<file path="config.mk">
export PLATFORM = sky130hd
export DESIGN_NAME = axi_tdd_ng_core
export DESIGN_NICKNAME = d
export VERILOG_FILES = /design/src/rtl/axi_tdd_ng_core.sv
export SDC_FILE = /design/constraint.sdc
export NUM_CORES = 1
export LEC_CHECK = 0
export CAP_MARGIN = 20
export CORE_AREA = 3 3 262 264
export CTS_CLUSTER_SIZE = 10
export DETAILED_ROUTE_END_ITERATION = 10
export DIE_AREA = 0 0 265 267
export PLACE_DENSITY_LB_ADDON = 0.3
export RECOVER_POWER = 25
export SLEW_MARGIN = 10
export SYNTH_ARGS = -nofsm -noshare
export SYNTH_HDL_FRONTEND = slang
export SYNTH_SLANG_ARGS = --single-unit
</file>
<file path="constraint.sdc">
create_clock -name clk -period 3.85 [get_ports clk]
set_input_delay 0.5775 -clock clk [delete_from_list [all_inputs] [get_ports clk]]
set_output_delay 0.5775 -clock clk [all_outputs]
set_load 0.005 [all_outputs]
</file>
<file path="src/rtl/axi_tdd_ng_core.sv">
// axi_tdd_ng_core: generic TDD timing engine. One frame counter drives an array of
// on/off channel windows, with sync arming, start-up delay, burst control and resync.
module axi_tdd_ng_core #(
  parameter int CHANNEL_COUNT  = 8,
  parameter int REGISTER_WIDTH = 32,
  parameter int BURST_WIDTH    = 32
) (
  input  logic                                     clk,
  input  logic                                     resetn,
  input  logic                                     tdd_enable,
  input  logic                                     tdd_sync_ext_en,
  input  logic                                     tdd_sync_ext,
  input  logic                                     tdd_sync_soft,
  input  logic                                     tdd_sync_rst,
  input  logic [REGISTER_WIDTH-1:0]                tdd_startup_delay,
  input  logic [REGISTER_WIDTH-1:0]                tdd_frame_length,
  input  logic [BURST_WIDTH-1:0]                   tdd_burst_count,
  input  logic [CHANNEL_COUNT-1:0]                 tdd_channel_en,
  input  logic [CHANNEL_COUNT-1:0]                 tdd_channel_pol,
  input  logic [CHANNEL_COUNT*REGISTER_WIDTH-1:0]  tdd_channel_on,
  input  logic [CHANNEL_COUNT*REGISTER_WIDTH-1:0]  tdd_channel_off,
  output logic [CHANNEL_COUNT-1:0]                 tdd_channel,
  output logic [1:0]                               tdd_cstate,
  output logic [REGISTER_WIDTH-1:0]                tdd_counter,
  output logic                                     tdd_endof_frame
);

  typedef enum logic [1:0] {
    ST_IDLE    = 2'd0,
    ST_ARMED   = 2'd1,
    ST_WAITING = 2'd2,
    ST_RUNNING = 2'd3
  } state_t;

  state_t                    state, state_next;
  logic [REGISTER_WIDTH-1:0] counter, counter_next;
  logic [REGISTER_WIDTH-1:0] delay_cnt, delay_cnt_next;
  logic [BURST_WIDTH-1:0]    frames, frames_next;
  logic [CHANNEL_COUNT-1:0]  ch_state, ch_state_next, ch_match;
  logic                      sync_ext_d;
  logic                      trig;
  logic                      last_cycle;

  assign trig       = tdd_sync_soft | (tdd_sync_ext_en & tdd_sync_ext & ~sync_ext_d);
  assign last_cycle = (counter == tdd_frame_length);
  assign tdd_cstate  = state;
  assign tdd_counter = counter;

  // Per-channel window update for the current counter value; a clear point wins over a set point.
  always_comb begin
    ch_match = ch_state;
    for (int i = 0; i < CHANNEL_COUNT; i++) begin
      if (counter == tdd_channel_off[i*REGISTER_WIDTH +: REGISTER_WIDTH]) begin
        ch_match[i] = 1'b0;
      end else if (counter == tdd_channel_on[i*REGISTER_WIDTH +: REGISTER_WIDTH]) begin
        ch_match[i] = 1'b1;
      end
    end
  end

  // Next-state logic: arming, start-up delay, frame counting, burst end and resync.
  always_comb begin
    state_next     = state;
    counter_next   = counter;
    delay_cnt_next = delay_cnt;
    frames_next    = frames;
    ch_state_next  = '0;
    if (!tdd_enable) begin
      state_next     = ST_IDLE;
      counter_next   = '0;
      delay_cnt_next = '0;
      frames_next    = '0;
    end else begin
      case (state)
        ST_IDLE: begin
          state_next = ST_ARMED;
        end
        ST_ARMED: begin
          if (trig) begin
            counter_next   = '0;
            delay_cnt_next = '0;
            frames_next    = '0;
            state_next     = (tdd_startup_delay == '0) ? ST_RUNNING : ST_WAITING;
          end
        end
        ST_WAITING: begin
          if (delay_cnt == tdd_startup_delay - REGISTER_WIDTH'(1)) begin
            state_next     = ST_RUNNING;
            counter_next   = '0;
            delay_cnt_next = '0;
          end else begin
            delay_cnt_next = delay_cnt + REGISTER_WIDTH'(1);
          end
        end
        ST_RUNNING: begin
          if (tdd_sync_rst && trig) begin
            counter_next = '0;
            frames_next  = '0;
          end else begin
            ch_state_next = ch_match;
            if (last_cycle) begin
              counter_next = '0;
              if ((tdd_burst_count != '0) && (frames + BURST_WIDTH'(1) == tdd_burst_count)) begin
                state_next    = ST_ARMED;
                frames_next   = '0;
                ch_state_next = '0;
              end else begin
                frames_next = frames + BURST_WIDTH'(1);
              end
            end else begin
              counter_next = counter + REGISTER_WIDTH'(1);
            end
          end
        end
        default: begin
          state_next = ST_IDLE;
        end
      endcase
    end
  end

  // State register plus registered outputs; EOF is aligned with the counter showing frame_length.
  always_ff @(posedge clk or negedge resetn) begin
    if (!resetn) begin
      state           <= ST_IDLE;
      counter         <= '0;
      delay_cnt       <= '0;
      frames          <= '0;
      ch_state        <= '0;
      sync_ext_d      <= 1'b0;
      tdd_endof_frame <= 1'b0;
      tdd_channel     <= '0;
    end else begin
      state           <= state_next;
      counter         <= counter_next;
      delay_cnt       <= delay_cnt_next;
      frames          <= frames_next;
      ch_state        <= ch_state_next;
      sync_ext_d      <= tdd_sync_ext;
      tdd_endof_frame <= (state_next == ST_RUNNING) && (counter_next == tdd_frame_length);
      tdd_channel     <= (ch_state_next & tdd_channel_en) ^ tdd_channel_pol;
    end
  end

endmodule
</file>
=== After elaboration in Yosys (flattened, before gate mapping) ===
Index checks and enable logic that the tools add are counted.

* Bits in registers: 116
* Latch bits: 0
* Bits in writable memories: 0
* ROM bits: 0
* Input port bits: 631
* Output and inout port bits: 43
* Word-level logic and storage cells: 98
* Memories kept: 0

* $add $sub $neg: 4
* Multiply operators: 0
* Divide/modulo/power cells: 0
* Order comparisons: 0
* Equality and inequality tests: 28
* Shift-type cells: 0
* Multiplexer cells: 44
* Bitwise gates (word level): 6
* Reductions and logical operators: 8

{| class="wikitable"
|+ Operators by type and width
! kind !! count
|-
| $eq A32 B32 Y1 || 20
|-
| $mux W32 || 12
|-
| $pmux W32 S2 || 2
|-
| $add A32 B1 Y32 const B || 3
|-
| $pmux W32 S3 || 1
|-
| $mux W8 || 5
|-
| $logic_not A32 Y1 || 1
|-
| $reduce_bool A32 Y1 || 1
|-
| $sub A32 B1 Y32 const B || 1
|-
| $mux W1 || 17
|-
| $mux W2 || 6
|-
| $and A8 B8 Y8 || 1
|-
| $pmux W2 S4 || 1
|-
| $xor A8 B8 Y8 || 1
|-
| $eq A2 B2 Y1 const B || 3
|-
| $ne A3 B1 Y1 const B || 2
|-
| $ne A4 B4 Y1 const B || 1
|-
| $logic_and A1 B1 Y1 || 3
|-
| $ne A3 B3 Y1 const B || 1
|-
| $reduce_and A3 Y1 || 1
|-
| $and A1 B1 Y1 || 2
|-
| $eq A2 B1 Y1 const B || 1
|-
| $logic_not A2 Y1 || 1
|-
| $reduce_and A2 Y1 || 1
|-
| 2 further kinds || 2
|}

=== Depth between registers and ports, before layout ===
* Word-level depth: 10
* Mapped depth: 16
* Depth with buffers taken out: 13

=== Worst setup path after synthesis ===
Ideal clock, no wire load.

* Path kind: input to register
* Start point: input tdd_startup_delay[6]
* End point: register tdd_endof_frame
* Library setup time: 0.096 ns
* Arrival: 3.643 ns
* Required time: 3.754 ns
* Slack: 0.112 ns
* Cell stages on the path: 12
* Buffers on the path: 1
* Cell sequence: buf_4 or4_4 nor2_2 o21ai_1 or4_1 or3_1 nor4_2 a21o_1 nand2_2 mux2i_1 or4_1 nor4_2

* Longest elaborated chain between the ends: 7
* Elaborated cells on any way between the ends: 14
* Classes of those cells: add/sub: 1; eq/ne: 3; mux: 8; reduce/logical: 2

{| class="wikitable"
|+ RTL lines
! element !! RTL line !! RTL
|-
| from (decl) || 15 || <nowiki>input logic [REGISTER_WIDTH-1:0] tdd_startup_delay,</nowiki>
|-
| $sub A32 B1 Y32 or $logic_not A32 Y1 (tied branches) || 87, 83 ||
|-
| $eq A32 B32 Y1 or $mux W1 (tied branches) || 87, 83 ||
|-
| $mux W32 (tied with other cells) || 87 || <nowiki>if (delay_cnt == tdd_startup_delay - REGISTER_WIDTH'(1)) begin</nowiki>
|-
| $pmux W32 S3 or $pmux W2 S4 (tied branches) || 74 || <nowiki>case (state)</nowiki>
|-
| $mux W32 or $mux W2 (tied branches) || 68 || <nowiki>if (!tdd_enable) begin</nowiki>
|-
| $eq A32 B32 Y1 or $eq A2 B2 Y1 (tied branches) || 140 || <nowiki>tdd_endof_frame <= (state_next == ST_RUNNING) && (counter_next == tdd_frame_length);</nowiki>
|-
| $logic_and A1 B1 Y1 (*) || 140 ||
|-
| to (signal assigned) || 140 ||
|-
| to (decl) || 25 || <nowiki>output logic tdd_endof_frame</nowiki>
|}

Every way passes the cells marked *; elsewhere a longest branch is shown, timed or not.
A chain may end at the register's enable or synchronous reset.

=== Worst setup path after layout ===
* Start point: register counter[18], in the netlist tdd_counter[18]
* End point: register tdd_endof_frame

* Longest elaborated chain between the ends: 7
* Elaborated cells on any way between the ends: 15
* Classes of those cells: add/sub: 1; eq/ne: 3; mux: 10; reduce/logical: 1

{| class="wikitable"
|+ RTL lines
! element !! RTL line !! RTL
|-
| from (decl) || 36 || <nowiki>logic [REGISTER_WIDTH-1:0] counter, counter_next;</nowiki>
|-
| from (signal assigned) || 135 || <nowiki>counter <= counter_next;</nowiki>
|-
| $add A32 B1 Y32 or $eq A32 B32 Y1 (tied branches) || 111, 45 ||
|-
| $mux W32 or $mux W2 (tied branches) || 101 || <nowiki>if (last_cycle) begin</nowiki>
|-
| $mux W32 or $mux W2 (tied branches) || 96 || <nowiki>if (tdd_sync_rst && trig) begin</nowiki>
|-
| $pmux W32 S3 or $pmux W2 S4 (tied branches) || 74 ||
|-
| $mux W32 or $mux W2 (tied branches) || 68 ||
|-
| $eq A32 B32 Y1 or $eq A2 B2 Y1 (tied branches) || 140 ||
|-
| $logic_and A1 B1 Y1 (*) || 140 ||
|}

Marks and branches as above.

==> qor.yml <==
cts_root_buffer: "clkbuf_16"
final.setup_skew_ns: 0.01718
cap_violations: 1
cts_max_level: 4
die_h_um: 267
async_flop_share: 1.000
grt_max_degree: 71
hold_start: "frames[27]"
grt_antenna_before_repair: 22
violations: "max-capacitance violations, max-slew violations, negative setup slack"
rsz0062_at_grt: "yes"
final-setup-viol-count: 1
pre_cts_ws_ns: -1.008
synth_edf_count: 0
min-delay-path-class: "flop to flop"
fin_crit_ns: 3.958
syn_area_um2: 17100
worstPathArrival_ns: 4.36
grt_overflow: 0
p_leak_nw: 11.20
first_pass_iters: 5
hpwlAfterDp_um: 94440
routed_wl_um: 116400
power.density_nw_per_um2: 180.5
grt_pass1_wl_um: 160300
r2r-start: "tdd_counter[18]"
syn_to_final_growth_pct: 66.97
yosysMostFrequentCell: "xnor2_1"
crit_required_ns: 4.25
path_class: "flop to flop"
synth_cell_types: 83
cp-end-kind: "flop"
ant_nets: 0
numCtsBuffers: 17
worst_slew_pin_slew_ns: 2.127
outcome: "finished, violations left"
layout-drive-gt1-share: 0.1751
synth_area_leaders: "dfrtp_1 17%, xnor2_1 17%, xor2_1 17%"
dieArea_um2: 70760
slew_headroom: -0.4177
clk_latency_ns: 0.49
die_w_um: 265
rows: 95
crit_start: "tdd_counter[18]"
track_usage: 0.3158
synth_nets: 2894
synth_seq_area_share: 0.1697
portBuffers: 673
synthTopCellsByCount: "325 x xnor2_1, 324 x xor2_1, 135 x nand2_1, 134 x nor2_1, 132 x nand4_1"
first_global_vias: 21731
layout.nets: 3854
drv_slew: 71
cp-start-kind: "flop"
avgSynthCellArea_um2: 7.571
routabilityCongestion: 1.048
viasPerCell: 5.414
tns_ns: -0.1084
start_util: 0.2560
finalHoldViolCount: 0
fin_crit_sh: 1.028
synth_area_leader_cell: "dfrtp_1"
wl_per_cell_um: 28.26
clockBufferDepth: 2
peakVddDrop_uv: 287.0
synth_top_area_frac: 0.1697
yosys_warnings: 0
coreArea_um2: 66800
power_mw: 5.155
cts_sinks: 116
drt-initial-drc-count: 2086
path_max_fanout: 3
synth_cells: 2259
drc_errors: 0
fin_ws_ns: -0.1084
vias: 22295
pin_count: 674
cts_tree: "done"
ctsHoldBuffers: 0
synth_seq_cells: 116
fmax_mhz: 252.6
path_clk_slew_ns: 0.07
ys.flop_type: "dfrtp_1"
-- where the power goes --
part / leakage [nW] / switching, mW / internal, mW
clock: 0.310 / 0.775 / 1.05
sequential: 1.54 / 0.0185 / 1.23
combinational: 9.35 / 0.946 / 1.13
total: 11.2 / 1.74 / 3.41
-- final cells by class --
cell class / count / area (µm²)
Fill cell: 6876 / 38250
Multi-Input combinational cell: 1932 / 13540
Timing Repair Buffer: 1117 / 10180
Sequential cell: 116 / 2943
Tap cell: 873 / 1092
Clock buffer: 17 / 425.4
Clock inverter: 15 / 206.4
Inverter: 35 / 131.4
Antenna cell: 13 / 32.53
-- stage by stage --
stage	instances	util	area, µm²	hold slack [ns]
2_1_floorplan	2259	-	17100	0.2819
3_3_place_gp	4066	0.4141	27670	0.5140
3_5_place_dp	4066	0.4141	27670	0.5182
4_1_cts	4103	0.4258	28440	0.1189
5_1_grt	4116	0.4274	28550	0.5421
6_report	4118	0.4275	28560	0.5340
-- final timing paths --
kind | end | slack [ns] | depth (start not counted)
setup / recovery | tdd_endof_frame | -0.11 | 16
hold / removal | frames[27] | 0.53 | 1
hold reg to reg | frames[27] | 0.53 | 1
setup reg to reg | tdd_endof_frame | -0.11 | 16
max in group asynchronous | tdd_counter[9] | 1.72 | 1
min in group asynchronous | ch_state[3] | 0.64 | 1
-- logic make-up after synthesis --
| family | after synthesis | synth area share |
|---|---|---|
| compound gates | 406 | 0.1552 |
| xor+xnor | 649 | 0.3324 |
| fa+ha+maj | 4 | 0.002926 |
| buf+inv | 211 | 0.04982 |
| flops | 116 | 0.1697 |
| mux | 15 | 0.008999 |
| simple gates | 858 | 0.2809 |
-- metal layers --
metal | wire length [µm] | up-vias | track usage
met3 | 10160 | 253 | 0.08269
met2 | 54310 | 1187 | 0.5211
met4 | 6000 | 6 | 0.1529
li1 | - | 10118 | -
met1 | 45870 | 10731 | 0.3828
met5 | 31 | - | 0
-- timing repair --
| item | CTS | global route |
|---|---|---|
| pin swaps | 14 | 4 |
| gates resized for setup | 20 | 13 |
| buffers inserted | 5 | 2 |
| endpoints found under the setup margin | 3 | 57 |
-- registers in the layout, summed over array words and instances (netlist names) --
register,cells
tdd_counter,32
delay_cnt,32
sync_ext_d,1
frames,32
ch_state,8
tdd_cstate,2
tdd_channel,8
tdd_endof_frame,1
-- worst max-delay path, cell delays in order (launching register included) --
cell and delay, ns:
dfrtp_2 0.46, buf_4 0.16, xor2_1 0.18, nor4_4 0.37, buf_4 0.18, nand4_1 0.21
o21ai_4 0.25, buf_4 0.15, buf_4 0.12, a311oi_2 0.05, a311oi_2 0.32, buf_4 0.17
o41ai_1 0.07, nor4bb_1 0.26, nand4_1 0.20, or4_4 0.57, nor4_2 0.13
-- layout by cell type (no fill, tap or decap), types with 78 or more instances in the layout --
cell type        count
buf_4              433
clkdlybuf4s50_1    668
dfrtp_1             84
nand2_1            135
nand3_1             78
nand4_1            132
nor2_1             134
nor4_1             119
o21ai_0            130
xnor2_1            325
xor2_1             322
(Power assumes the default switching activity.)
